## src/rtl/bist_mac_pe.sv

```systemverilog
// bist_mac_pe -- systolic-array MAC processing element with built-in self-test.
//
// Each cycle, outside self-test, the PE registers its activation (left_in) and
// its top operand (top_in). It multiplies the registered activation by either
// the stationary operand (stat_mode=1) or the low word of the registered top
// operand (stat_mode=0), and then accumulates the result:
//   stat_mode=1 : acc <= product + top_in_reg   (partial sum passes down)
//   stat_mode=0 : acc <= acc + product          (output-stationary)
// The product can be corrupted with a stuck-at fault mask, both in normal
// operation and during self-test.
//
// Self-test loads the stationary register with 3. It then accumulates
// 3*1 .. 3*N through the faulted product path and compares the sum with the
// closed-form golden value. A failing PE enters bypass: it forwards its
// operands unchanged so that the array around it keeps working.
//
// Ports
//   clk, rst              clock; asynchronous active-high reset
//   stat_mode             1 = weight/input-stationary, 0 = output-stationary
//   load_stat             load stat_reg from top_in[WORD_SIZE-1:0] (unregistered)
//   acc_clear             clear accumulator; takes priority over accumulation
//   out_sel               bottom_out: 0 = top_in_reg, 1 = acc_reg
//   left_in / right_out   activation in / registered activation out
//   top_in / bottom_out   operand or partial sum in / forwarded or result out
//   fi_en, fi_type, fi_mask   fault injection on the product (0 = SA0, 1 = SA1)
//   bist_start            start self-test (sampled while idle)
//   bist_busy, bist_done, bist_fail, bypass   self-test status
module bist_mac_pe #(
  parameter int WORD_SIZE    = 16,
  parameter int ACC_WIDTH    = 32,
  parameter int NUM_PATTERNS = 4
) (
  input  logic                   clk,
  input  logic                   rst,
  input  logic                   stat_mode,
  input  logic                   load_stat,
  input  logic                   acc_clear,
  input  logic                   out_sel,
  input  logic [WORD_SIZE-1:0]   left_in,
  input  logic [ACC_WIDTH-1:0]   top_in,
  input  logic                   fi_en,
  input  logic                   fi_type,
  input  logic [2*WORD_SIZE-1:0] fi_mask,
  input  logic                   bist_start,
  output logic [WORD_SIZE-1:0]   right_out,
  output logic [ACC_WIDTH-1:0]   bottom_out,
  output logic                   bist_busy,
  output logic                   bist_done,
  output logic                   bist_fail,
  output logic                   bypass
);

  localparam int PW = 2 * WORD_SIZE;

  localparam logic [2:0] S_IDLE  = 3'd0;
  localparam logic [2:0] S_LOAD  = 3'd1;
  localparam logic [2:0] S_RUN   = 3'd2;
  localparam logic [2:0] S_CHECK = 3'd3;
  localparam logic [2:0] S_DONE  = 3'd4;

  // Sum of 3*k for k = 1..N. NUM_PATTERNS <= 255 keeps this well inside int.
  localparam logic [ACC_WIDTH-1:0] GOLDEN =
    ACC_WIDTH'(3 * NUM_PATTERNS * (NUM_PATTERNS + 1) / 2);
  localparam logic [7:0]           LAST_PATTERN = 8'(NUM_PATTERNS - 1);
  localparam logic [WORD_SIZE-1:0] BIST_WEIGHT  = WORD_SIZE'(3);

  logic [2:0]           state;
  logic [7:0]           pat_cnt;
  logic [WORD_SIZE-1:0] left_in_reg;
  logic [ACC_WIDTH-1:0] top_in_reg;
  logic [WORD_SIZE-1:0] stat_reg;
  logic [ACC_WIDTH-1:0] acc_reg;

  logic                 bist_active;
  logic [WORD_SIZE-1:0] mul_a;
  logic [WORD_SIZE-1:0] mul_b;
  logic [PW-1:0]        product;
  logic [PW-1:0]        fault_prod;
  logic [ACC_WIDTH-1:0] prod_ext;

  // DONE counts as part of self-test, so operands stay frozen and the outputs
  // stay quiet until the FSM returns to IDLE.
  assign bist_active = (state != S_IDLE);
  assign bist_busy   = (state == S_LOAD) || (state == S_RUN) || (state == S_CHECK);
  assign bist_done   = (state == S_DONE);

  // The self-test drives the same multiplier: the operands are (k+1) and
  // stat_reg (= 3), so a fault in the datapath also shows up in the BIST sum.
  assign mul_a    = (state == S_RUN) ? WORD_SIZE'(pat_cnt) + WORD_SIZE'(1) : left_in_reg;
  assign mul_b    = ((state == S_RUN) || stat_mode) ? stat_reg : top_in_reg[WORD_SIZE-1:0];
  assign product  = PW'(mul_a) * PW'(mul_b);
  assign prod_ext = ACC_WIDTH'(fault_prod);

  // NOTE: every signal assigned in always_comb gets a default first, so no path leaves it unassigned and no latch is inferred.
  always_comb begin
    fault_prod = product;
    if (fi_en) begin
      fault_prod = fi_type ? (product | fi_mask) : (product & ~fi_mask);
    end
  end

  always_comb begin
    right_out  = '0;
    bottom_out = '0;
    if (!bist_active) begin
      right_out = left_in_reg;
      if (bypass || !out_sel) begin
        bottom_out = top_in_reg;
      end else begin
        bottom_out = acc_reg;
      end
    end
  end

  // NOTE: all state uses non-blocking assignments, so every register samples the pre-edge values regardless of statement order.
  always_ff @(posedge clk or posedge rst) begin
    if (rst) begin
      state       <= S_IDLE;
      pat_cnt     <= '0;
      left_in_reg <= '0;
      top_in_reg  <= '0;
      stat_reg    <= '0;
      acc_reg     <= '0;
      bist_fail   <= 1'b0;
      bypass      <= 1'b0;
    end else begin
      case (state)
        S_IDLE: begin
          left_in_reg <= left_in;
          top_in_reg  <= top_in;
          if (load_stat) begin
            stat_reg <= top_in[WORD_SIZE-1:0];
          end
          if (acc_clear) begin
            acc_reg <= '0;
          end else if (stat_mode) begin
            acc_reg <= prod_ext + top_in_reg;
          end else begin
            acc_reg <= acc_reg + prod_ext;
          end
          if (bist_start) begin
            state <= S_LOAD;
          end
        end
        S_LOAD: begin
          stat_reg <= BIST_WEIGHT;
          acc_reg  <= '0;
          pat_cnt  <= '0;
          state    <= S_RUN;
        end
        S_RUN: begin
          acc_reg <= acc_reg + prod_ext;
          pat_cnt <= pat_cnt + 8'd1;
          if (pat_cnt == LAST_PATTERN) begin
            state <= S_CHECK;
          end
        end
        S_CHECK: begin
          bist_fail <= (acc_reg != GOLDEN);
          bypass    <= (acc_reg != GOLDEN);
          // The BIST weight and the sum are not valid operands; the host
          // reloads the stationary value afterwards.
          stat_reg  <= '0;
          acc_reg   <= '0;
          state     <= S_DONE;
        end
        S_DONE: begin
          state <= S_IDLE;
        end
        default: begin
          state <= S_IDLE;
        end
      endcase
    end
  end

endmodule

```

## config.mk

```make
export PLATFORM = sky130hd
export DESIGN_NAME = bist_mac_pe
export DESIGN_NICKNAME = d
export VERILOG_FILES = /design/src/rtl/bist_mac_pe.sv
export SDC_FILE = /design/constraint.sdc
export NUM_CORES = 1
export LEC_CHECK = 0
export CORE_MARGIN = 2
export CORE_UTILIZATION = 55
export CTS_BUF_LIST = sky130_fd_sc_hd__clkbuf_8
export DETAILED_ROUTE_END_ITERATION = 10
export GPL_ROUTABILITY_DRIVEN = 0
export GPL_TIMING_DRIVEN = 0
export PLACE_DENSITY_LB_ADDON = 0.2
export SYNTH_ARGS = -nofsm -noshare
export SYNTH_HDL_FRONTEND = slang
export SYNTH_SLANG_ARGS = --single-unit
```

## constraint.sdc

```tcl
create_clock -name clk -period 14.6 [get_ports clk]
set_input_delay 2.92 -clock clk [delete_from_list [all_inputs] [get_ports clk]]
set_output_delay 2.92 -clock clk [all_outputs]
set_load 0.05 [all_outputs]
```

After elaboration in Yosys (flattened, before gate mapping)
Index checks and enable logic that the tools add are counted.

storage, ports and cells
  bits in registers = 108
  bits of input ports = 89
  output and inout port bits = 52

operators by class
  add/subtract/negate cells = 4
  multiply operators = 1
  eq/ne operators = 9
  multiplexer cells = 16
  bitwise gates (word level) = 3
  reduce and logical (&&, ||, !) cells = 13

operator list
  operator                                                                  count
  32-bit 2-to-1 mux                                                         6
  32-bit case mux with 3 select lines                                       1
  32-bit adder                                                              2
  16-bit 2-to-1 mux                                                         4
  16-bit case mux with 3 select lines                                       1
  32-bit bitwise AND                                                        1
  16-bit by 16-bit multiplier with 32-bit output                            1
  32-bit by 5-bit inequality test with 1-bit output, second input constant  1
  32-bit inverter                                                           1
  32-bit OR                                                                 1
  8-bit case mux with 2 select lines                                        1
  3-bit case mux with 4 select lines                                        1
  8-bit by 1-bit adder with 9-bit output, second input constant             1
  3-bit nonzero test                                                        3
  8-bit by 1-bit adder with 8-bit output, second input constant             1
  8-bit by 2-bit equality test with 1-bit output, second input constant     1
  3-bit by 2-bit equality test with 1-bit output, second input constant     2
  3-bit 2-to-1 mux                                                          2
  1-bit logical OR                                                          4
  2-bit inequality test, second input constant                              2
  2-bit AND reduction                                                       2
  3-bit by 1-bit equality test with 1-bit output, second input constant     1
  3-bit equality test, second input constant                                1
  3-bit logical NOT                                                         1
  other kinds (4)                                                           4

Longest topological paths before layout
Gate-level depths: netlist of run 1.

  depth in word-level cells = 11
  mapped depth = 40
  depth with buffers taken out = 38

Least setup slack after synthesis of run 1
Ideal clock, no wire load.

  kind = input -> register
  start point = input stat_mode
  end point = register acc_reg[28]
  setup time = 66 ps
  data arrival time = 11,665 ps
  required time = 14,534 ps
  slack = 2,869 ps
  stages on the path = 36
  buffers on the path = 3
  cell sequence = clkbuf_1 > nor2_1 > clkbuf_1 > mux2_2 > clkbuf_1 > nand2_1 > fa_1 > fa_1 > fa_1 > fa_1 > inv_1 > fa_1 > inv_1 > fa_1 > inv_1 > ha_1 > nand3_1 > nor2_1 > a31oi_1 > a311oi_1 > a21bo_2 > a21o_1 > a21oi_1 > xor2_1 > a21oi_1 > a31o_2 > ha_1 > nor2b_1 > o21ai_0 > nand2b_1 > a31o_1 > a41o_1 > o31a_1 > or4b_1 > a31oi_1 > o31a_1

on the way
  longest elaborated chain between the ends = 10
  elaborated cells on any way between the ends = 12

RTL lines
  what                                                    line           text
  start: declaration                                      35             input logic stat_mode,
  1-bit logical OR                                        90             assign mul_b = ((state == S_RUN) || stat_mode) ? stat_reg : top_in_reg[WORD_SIZE-1:0];
  16-bit 2-to-1 mux                                       90
  16-bit by 16-bit multiplier with 32-bit output          91             assign product = PW'(mul_a) * PW'(mul_b);
  32-bit bitwise AND / 32-bit OR (equally long branches)  98             fault_prod = fi_type ? (product | fi_mask) : (product & ~fi_mask);
  32-bit 2-to-1 mux                                       98
  32-bit 2-to-1 mux                                       97             if (fi_en) begin
  32-bit adder (on tied branches)                         139, 152, 137
  32-bit 2-to-1 mux                                       136            end else if (stat_mode) begin
  32-bit 2-to-1 mux                                       134            if (acc_clear) begin
  32-bit case mux with 3 select lines (*)                 127            case (state)
  end signal: assignment                                  137            acc_reg <= prod_ext + top_in_reg;
  end signal: assignment                                  139            acc_reg <= acc_reg + prod_ext;
  end signal: assignment                                  152            acc_reg <= acc_reg + prod_ext;
  end: declaration                                        72             logic [ACC_WIDTH-1:0] acc_reg;

Mark *: on every way between the ends. The rest lies on a longest branch, timed or not.
A chain may end at the register's enable or synchronous reset.

Worst setup path after layout of run 1
  start point = input stat_mode
  end point = register acc_reg[30]

The elaborated chain is that of the path after synthesis.

==> run metrics, run 1 <==
die extent in x 181 um; Syn Std Cell Area 17200 um^2; mean area per synthesized cell 8.02 um^2; total of warnings raised by yosys 0; first-pass GRT wire length 87400 um; met2 Usage GRT 56.5%; number of max-slew violations in the final report 0; signed area change from the synthesized netlist to the final layout 12.4%; count of input and output buffers 138; DRT Pass-1 Iters 6; diode count 0; sink count of the clock tree 108; maximum fanout along the worst path 10; clock-pin slew reported for the worst setup and hold paths after clock tree synthesis 0.13 ns; shortest period the worst path allows 13.69 ns; clock tree from TritonCTS yes; RSZ-0062 raised after global routing false; number of levels in the clock H-tree 3; number of buffers created by CTS 9; met3 Usage GRT 5.40%; slowest cell on the critical path sky130_fd_sc_hd__mux2i_1; Hold/Removal Path Class reg2reg; floorplan die area 32700 um^2; cell occurring most often along the worst timing path sky130_fd_sc_hd__fa_1; library cells used by synthesis 67; GRT Resource Usage Total 34.2%; number of flops mapped to enable cells by yosys 0; TNS Setup 0 ns; per-cell via count in the routed design 5.95; root buf cell sky130_fd_sc_hd__clkbuf_8; initial antenna violation count 0; Maximum Capacitance Violations 0; floorplan row count 64; number of flip-flops and latches in the synthesized netlist 108; hold-fix buffer count after cts 0; highest achievable clock rate 73.0 MHz; final number of setup-violating endpoints 0; average detailed-routed wire length per instance 20.7 um; floorplan die height 181 um; pin count of the biggest net entering global routing 69; sum of net half-perimeters after detailed placement 45900 um; net count of the mapped netlist 2597; ratio of cells with drive above 1 in the final layout 2.87%; endpoint type of the worst setup path register; number of fillers in the final layout 2682; Max clock buf depth 2; Routed WL 55800 um; most common library cell in the layout ignoring fill and taps sky130_fd_sc_hd__nand2_1; vias post-DR 16038; dominant register cell in the synthesized netlist sky130_fd_sc_hd__dfrtp_1; transition time at the pin with the least slew margin 1.40 ns; portion of the post-synthesis area used by sequential elements 15.7%; setup slack, reg-to-reg 2.82 ns; final layout net count 2747; type of the worst setup path in2reg; data required time of the worst path 14.92 ns; most frequent cells in the layout sky130_fd_sc_hd__nand2_1, sky130_fd_sc_hd__inv_1, sky130_fd_sc_hd__fa_1; post-route clock period utilization 93.8%; final hold violation count 0; outcome complete, no violations; crit path DAT 14.01 ns; Post-Synthesis Cells 2145; first-iteration detailed-routing DRC count 1548; Max-slew headroom 6.93%; delay of the slowest critical-path stage 1.10 ns; via count of the first global-routing pass 16095; Hold Worst Slack 0.516 ns; met1 GRT Util 45.0%; count of nets left with antenna violations after detail routing 0; core box area 30700 um^2; # Post-CTS Setup Buffers 0; Fin Clk Skew 0.0228 ns; share of flip-flops with an asynchronous set or reset 100%; clock insertion delay at the later pin of the skew report 0.43 ns; effective utilization at floorplan 56.1%; DRC violations left 0; number of top-level pins 141; post-route cell area 19300 um^2; sort of element at the start of the critical path primary input; Cell Area, Placed 19100 um^2; Remaining Overflow, GRT 0; most crowded layer after global routing met2; post-cts resize count 0
## logic make-up (layout without fill, tap and decap cells)
logic type | Yosys count | after routing | share of synthesized area (%)
AO/OA/AOI/OAI | 403 | 403 | 15.2
XOR/XNOR | 91 | 91 | 4.63
adder cells (fa/ha/maj) | 363 | 363 | 34.9
buffers and inverters | 351 | 506 | 7.74
flip-flops | 108 | 108 | 15.7
multiplexers | 44 | 44 | 2.75
AND/OR/NAND/NOR | 785 | 785 | 19.0
## per-stage QoR
stage	instances	setup WS [ns]	util, %
2_1_floorplan	2145	2.87	-
3_3_place_gp	2679	0.865	62.2
3_5_place_dp	2680	0.717	62.3
4_1_cts	2696	1.14	63.1
5_1_grt	2696	0.642	63.1
6_report	2696	0.906	63.1
## critical path, delay by kind of cell
family,cells,cell delay [ns]
xor gates and xnor gates,2,0.47
muxes,1,1.10
buffers and inverters,6,0.84
and+or+nand+nor,5,1.37
adders and majority gates,8,3.71
AOI/OAI and AO/OA,12,3.57
## synth_stat cells, types with 5 or more instances
library cell / instances / area share, %
sky130_fd_sc_hd__a211oi_1: 6 / 0.26
sky130_fd_sc_hd__a21o_1: 51 / 2.2
sky130_fd_sc_hd__a21oi_1: 146 / 4.2
sky130_fd_sc_hd__a221o_1: 5 / 0.29
sky130_fd_sc_hd__a221oi_1: 14 / 0.71
sky130_fd_sc_hd__a22oi_1: 11 / 0.48
sky130_fd_sc_hd__a31o_2: 9 / 0.46
sky130_fd_sc_hd__a31oi_1: 14 / 0.51
sky130_fd_sc_hd__and2_1: 37 / 1.3
sky130_fd_sc_hd__and3_1: 9 / 0.33
sky130_fd_sc_hd__buf_1: 7 / 0.15
sky130_fd_sc_hd__clkbuf_1: 70 / 1.5
sky130_fd_sc_hd__dfrtp_1: 108 / 16
sky130_fd_sc_hd__fa_1: 196 / 23
sky130_fd_sc_hd__ha_1: 167 / 12
sky130_fd_sc_hd__inv_1: 270 / 5.9
sky130_fd_sc_hd__mux2_2: 26 / 1.7
sky130_fd_sc_hd__mux2i_1: 18 / 1.0
sky130_fd_sc_hd__nand2_1: 467 / 10
sky130_fd_sc_hd__nand2b_1: 18 / 0.65
sky130_fd_sc_hd__nand3_1: 15 / 0.44
sky130_fd_sc_hd__nand4_1: 11 / 0.40
sky130_fd_sc_hd__nor2_1: 181 / 3.9
sky130_fd_sc_hd__nor2b_1: 11 / 0.40
sky130_fd_sc_hd__nor3_1: 11 / 0.32
sky130_fd_sc_hd__nor4_1: 10 / 0.36
sky130_fd_sc_hd__o211ai_1: 7 / 0.31
sky130_fd_sc_hd__o21a_1: 18 / 0.79
sky130_fd_sc_hd__o21ai_0: 60 / 1.7
sky130_fd_sc_hd__o21bai_1: 10 / 0.44
sky130_fd_sc_hd__o22ai_1: 5 / 0.18
sky130_fd_sc_hd__o31ai_1: 9 / 0.39
sky130_fd_sc_hd__or3_1: 5 / 0.18
sky130_fd_sc_hd__xnor2_1: 50 / 2.5
sky130_fd_sc_hd__xor2_1: 41 / 2.1
## cell type report
| class | instances | area (um^2) | share of cell area (%) |
|---|---|---|---|
| multi-input cells | 1686 | 13200 | 68.1 |
| flip-flops and latches | 108 | 2700 | 14.0 |
| repair buffers | 139 | 1410 | 7.28 |
| inverters | 270 | 1020 | 5.25 |
| well taps | 396 | 495 | 2.56 |
| plain buffers | 81 | 318 | 1.64 |
| clock buffers | 9 | 124 | 0.640 |
| clock inverters | 7 | 97.6 | 0.505 |
## layer usage
metal | routed length, um | vias up
li1 | - | 7315
met5 | 0 | -
met2 | 26300 | 871
met3 | 5220 | 149
met1 | 22000 | 7703
met4 | 2300 | 0
## final timing paths
check | from | end | cells past startpoint
worst max-delay path | stat_mode | acc_reg[30] | 34
worst max register to register | state[0] | acc_reg[30] | 36
max in group asynchronous | rst | acc_reg[3] | 3
worst min-delay path | left_in_reg[2] | left_in_reg[2] | 2
min in group asynchronous | rst | acc_reg[22] | 2
worst min register to register | left_in_reg[2] | left_in_reg[2] | 2
Power of run 1 is left out: the tool's default activity adds up to more than one toggle a clock period on the data nets, which glitch-free logic cannot reach.
==> run 2, diff against run 1 <==
==> constraint.sdc (replaced) <==
create_clock -name clk -period 13.1 [get_ports clk]
set_input_delay 2.62 -clock clk [delete_from_list [all_inputs] [get_ports clk]]
set_output_delay 2.62 -clock clk [all_outputs]
set_load 0.05 [all_outputs]
==> run 2 against run 1 <==
Against the previous run:
- register-to-register slack got worse by 0.80 ns
- hold slack improved by 0.0027 ns
- cell count unchanged
- wire length increased by 0.15%
- critical path depth unchanged
- clock skew decreased by 0.00076 ns
- via count increased by 0.39%
- sequential share of layout area about the same
- sequential cell count unchanged
- largest cell class unchanged
- highest routed layer unchanged
==> run metrics, run 2 (synthesis results as in run 1) <==
most frequent cells in the layout sky130_fd_sc_hd__nand2_1, sky130_fd_sc_hd__inv_1, sky130_fd_sc_hd__fa_1; Fin Clk Skew 0.0220 ns (-0.000762 ns); shortest period the worst path allows 12.70 ns; cell family contributing the most delay on the critical path adder cells; most common library cell in the layout ignoring fill and taps sky130_fd_sc_hd__nand2_1; DRC violations left 0 (unchanged); Setup WS post-layout 0.402 ns (-0.504 ns); floorplan die area 32700 um^2 (unchanged); core box area 30700 um^2 (unchanged); sort of element at the start of the critical path primary input; maximum fanout along the worst path 10 (unchanged); setup slack, reg-to-reg 2.02 ns (-0.80 ns); floorplan die height 181 um (unchanged); final hold violation count 0 (unchanged); via count of the first global-routing pass 16095 (unchanged); DRT Pass-1 Iters 6 (unchanged); Routed WL 55800 um (+0.15%); clock insertion delay at the later pin of the skew report 0.43 ns (about the same); RSZ-0062 raised after global routing false; pin count of the biggest net entering global routing 69 (unchanged); transition time at the pin with the least slew margin 1.38 ns (-0.0153 ns); Maximum Capacitance Violations 0 (unchanged); count of input and output buffers 138 (unchanged); slowest cell on the critical path sky130_fd_sc_hd__o41ai_1; final number of setup-violating endpoints 0 (unchanged); Max-slew headroom 7.95% (+1.0 points); sum of net half-perimeters after detailed placement 45900 um (unchanged); post-route clock period utilization 96.9%; crit path DAT 13.02 ns (-0.99 ns); clock tree from TritonCTS yes; clock-pin slew reported for the worst setup and hold paths after clock tree synthesis 0.12 ns (about the same); signed area change from the synthesized netlist to the final layout 12.5%; cell occurring most often along the worst timing path sky130_fd_sc_hd__fa_1; hold path startpoint left_in_reg[2]; effective utilization at floorplan 56.1% (unchanged); ratio of cells with drive above 1 in the final layout 3.09% (+0.22 points); setup slack at placement -0.483 ns (-1.20 ns); floorplan row count 64 (unchanged); data required time of the worst path 13.42 ns (-1.50 ns); per-cell via count in the routed design 5.97 (+0.39%); reg-to-reg critical path endpoint acc_reg[30]; die extent in x 181 um (unchanged); endpoint of the worst hold-timing path left_in_reg[2]; first-pass GRT wire length 87400 um (unchanged); vias post-DR 16101 (+0.39%); Hold/Removal Path Class reg2reg; Worst Reg-to-Reg Cells 35 (-2.8%); final layout net count 2747 (unchanged); first-iteration detailed-routing DRC count 1569 (+1.4%); Critical path buffers and inverters 6 (unchanged); Remaining Overflow, GRT 0 (unchanged); GRT Resource Usage Total 34.2% (about the same); number of max-slew violations in the final report 0 (unchanged); endpoint type of the worst setup path register; diode count 0 (unchanged); Hold Path Cell Cnt 2 (unchanged); initial antenna violation count 0 (unchanged); number of buffers created by CTS 9 (unchanged); sink count of the clock tree 108 (unchanged); delay of the slowest critical-path stage 0.71 ns (-0.39 ns); highest achievable clock rate 78.8 MHz; number of levels in the clock H-tree 3 (unchanged); average detailed-routed wire length per instance 20.7 um (+0.15%); type of the worst setup path in2reg; root buf cell sky130_fd_sc_hd__clkbuf_8; worst reg2reg startpoint state[0]; count of nets left with antenna violations after detail routing 0 (unchanged); number of top-level pins 141 (unchanged); outcome complete, no violations; Max clock buf depth 2 (unchanged)
## run 2: worst max path at each step
stage	from	to	slack (ns)	cells past startpoint
CTS	stat_mode	acc_reg[28]	0.28	35
detailed placement	stat_mode	acc_reg[30]	-0.48	34
global route	stat_mode	acc_reg[28]	0.13	35
global placement	stat_mode	acc_reg[30]	-0.33	34
floorplan	stat_mode	acc_reg[28]	1.67	36
finish	stat_mode	acc_reg[30]	0.40	34
## run 2: stage by stage
stage               instance area, um^2  util, %  setup TNS [ns]  hold WS, ns  instances
detailed placement                19100     62.3           -1.50        0.478       2680
finish                            19400     63.1               0        0.519       2696
global placement                  19100     62.2          -0.908        0.479       2679
CTS                               19300     63.1               0        0.508       2696
floorplan                         17200        -               0        0.459       2145
global route                      19400     63.1               0        0.554       2696
## run 2: area by class of cell
type | count | area (um^2)
Tap cell | 396 | 495
Inverter | 270 | 1020
Sequential cell | 108 | 2700
Multi-Input combinational cell | 1686 | 13200
Clock buffer | 9 | 124
Timing Repair Buffer | 139 | 1410
Buffer | 81 | 318
Fill cell | 2676 | 11300
Clock inverter | 7 | 97.6
## run 2: timing repair
action,in CTS,in global routing
buffers inserted,0,0
pin swaps,0,0
endpoints found under the hold margin,0,0
resized for setup,1,5
hold buffers,0,0
endpoints found under the setup margin,2,2
## run 2: metal layers
layer	global-route usage, %	part of all wire [%]	up-vias
li1	-	-	7314
met1	45.1	40	7720
met2	56.4	47	896
met3	5.40	9.0	171
met4	13.9	4.5	0
met5	0	0	-
## run 2: worst reg2reg max path: cells and delay by family, from the launching register on
family / cells / cell delay, ns
adders and majority gates: 8 / 3.79
and+or+nand+nor: 7 / 1.04
DFF: 1 / 0.39
AOI/OAI and AO/OA: 13 / 4.55
xor gates and xnor gates: 2 / 0.45
buffers and inverters: 5 / 0.79
Power of run 2 is left out for the same reason.
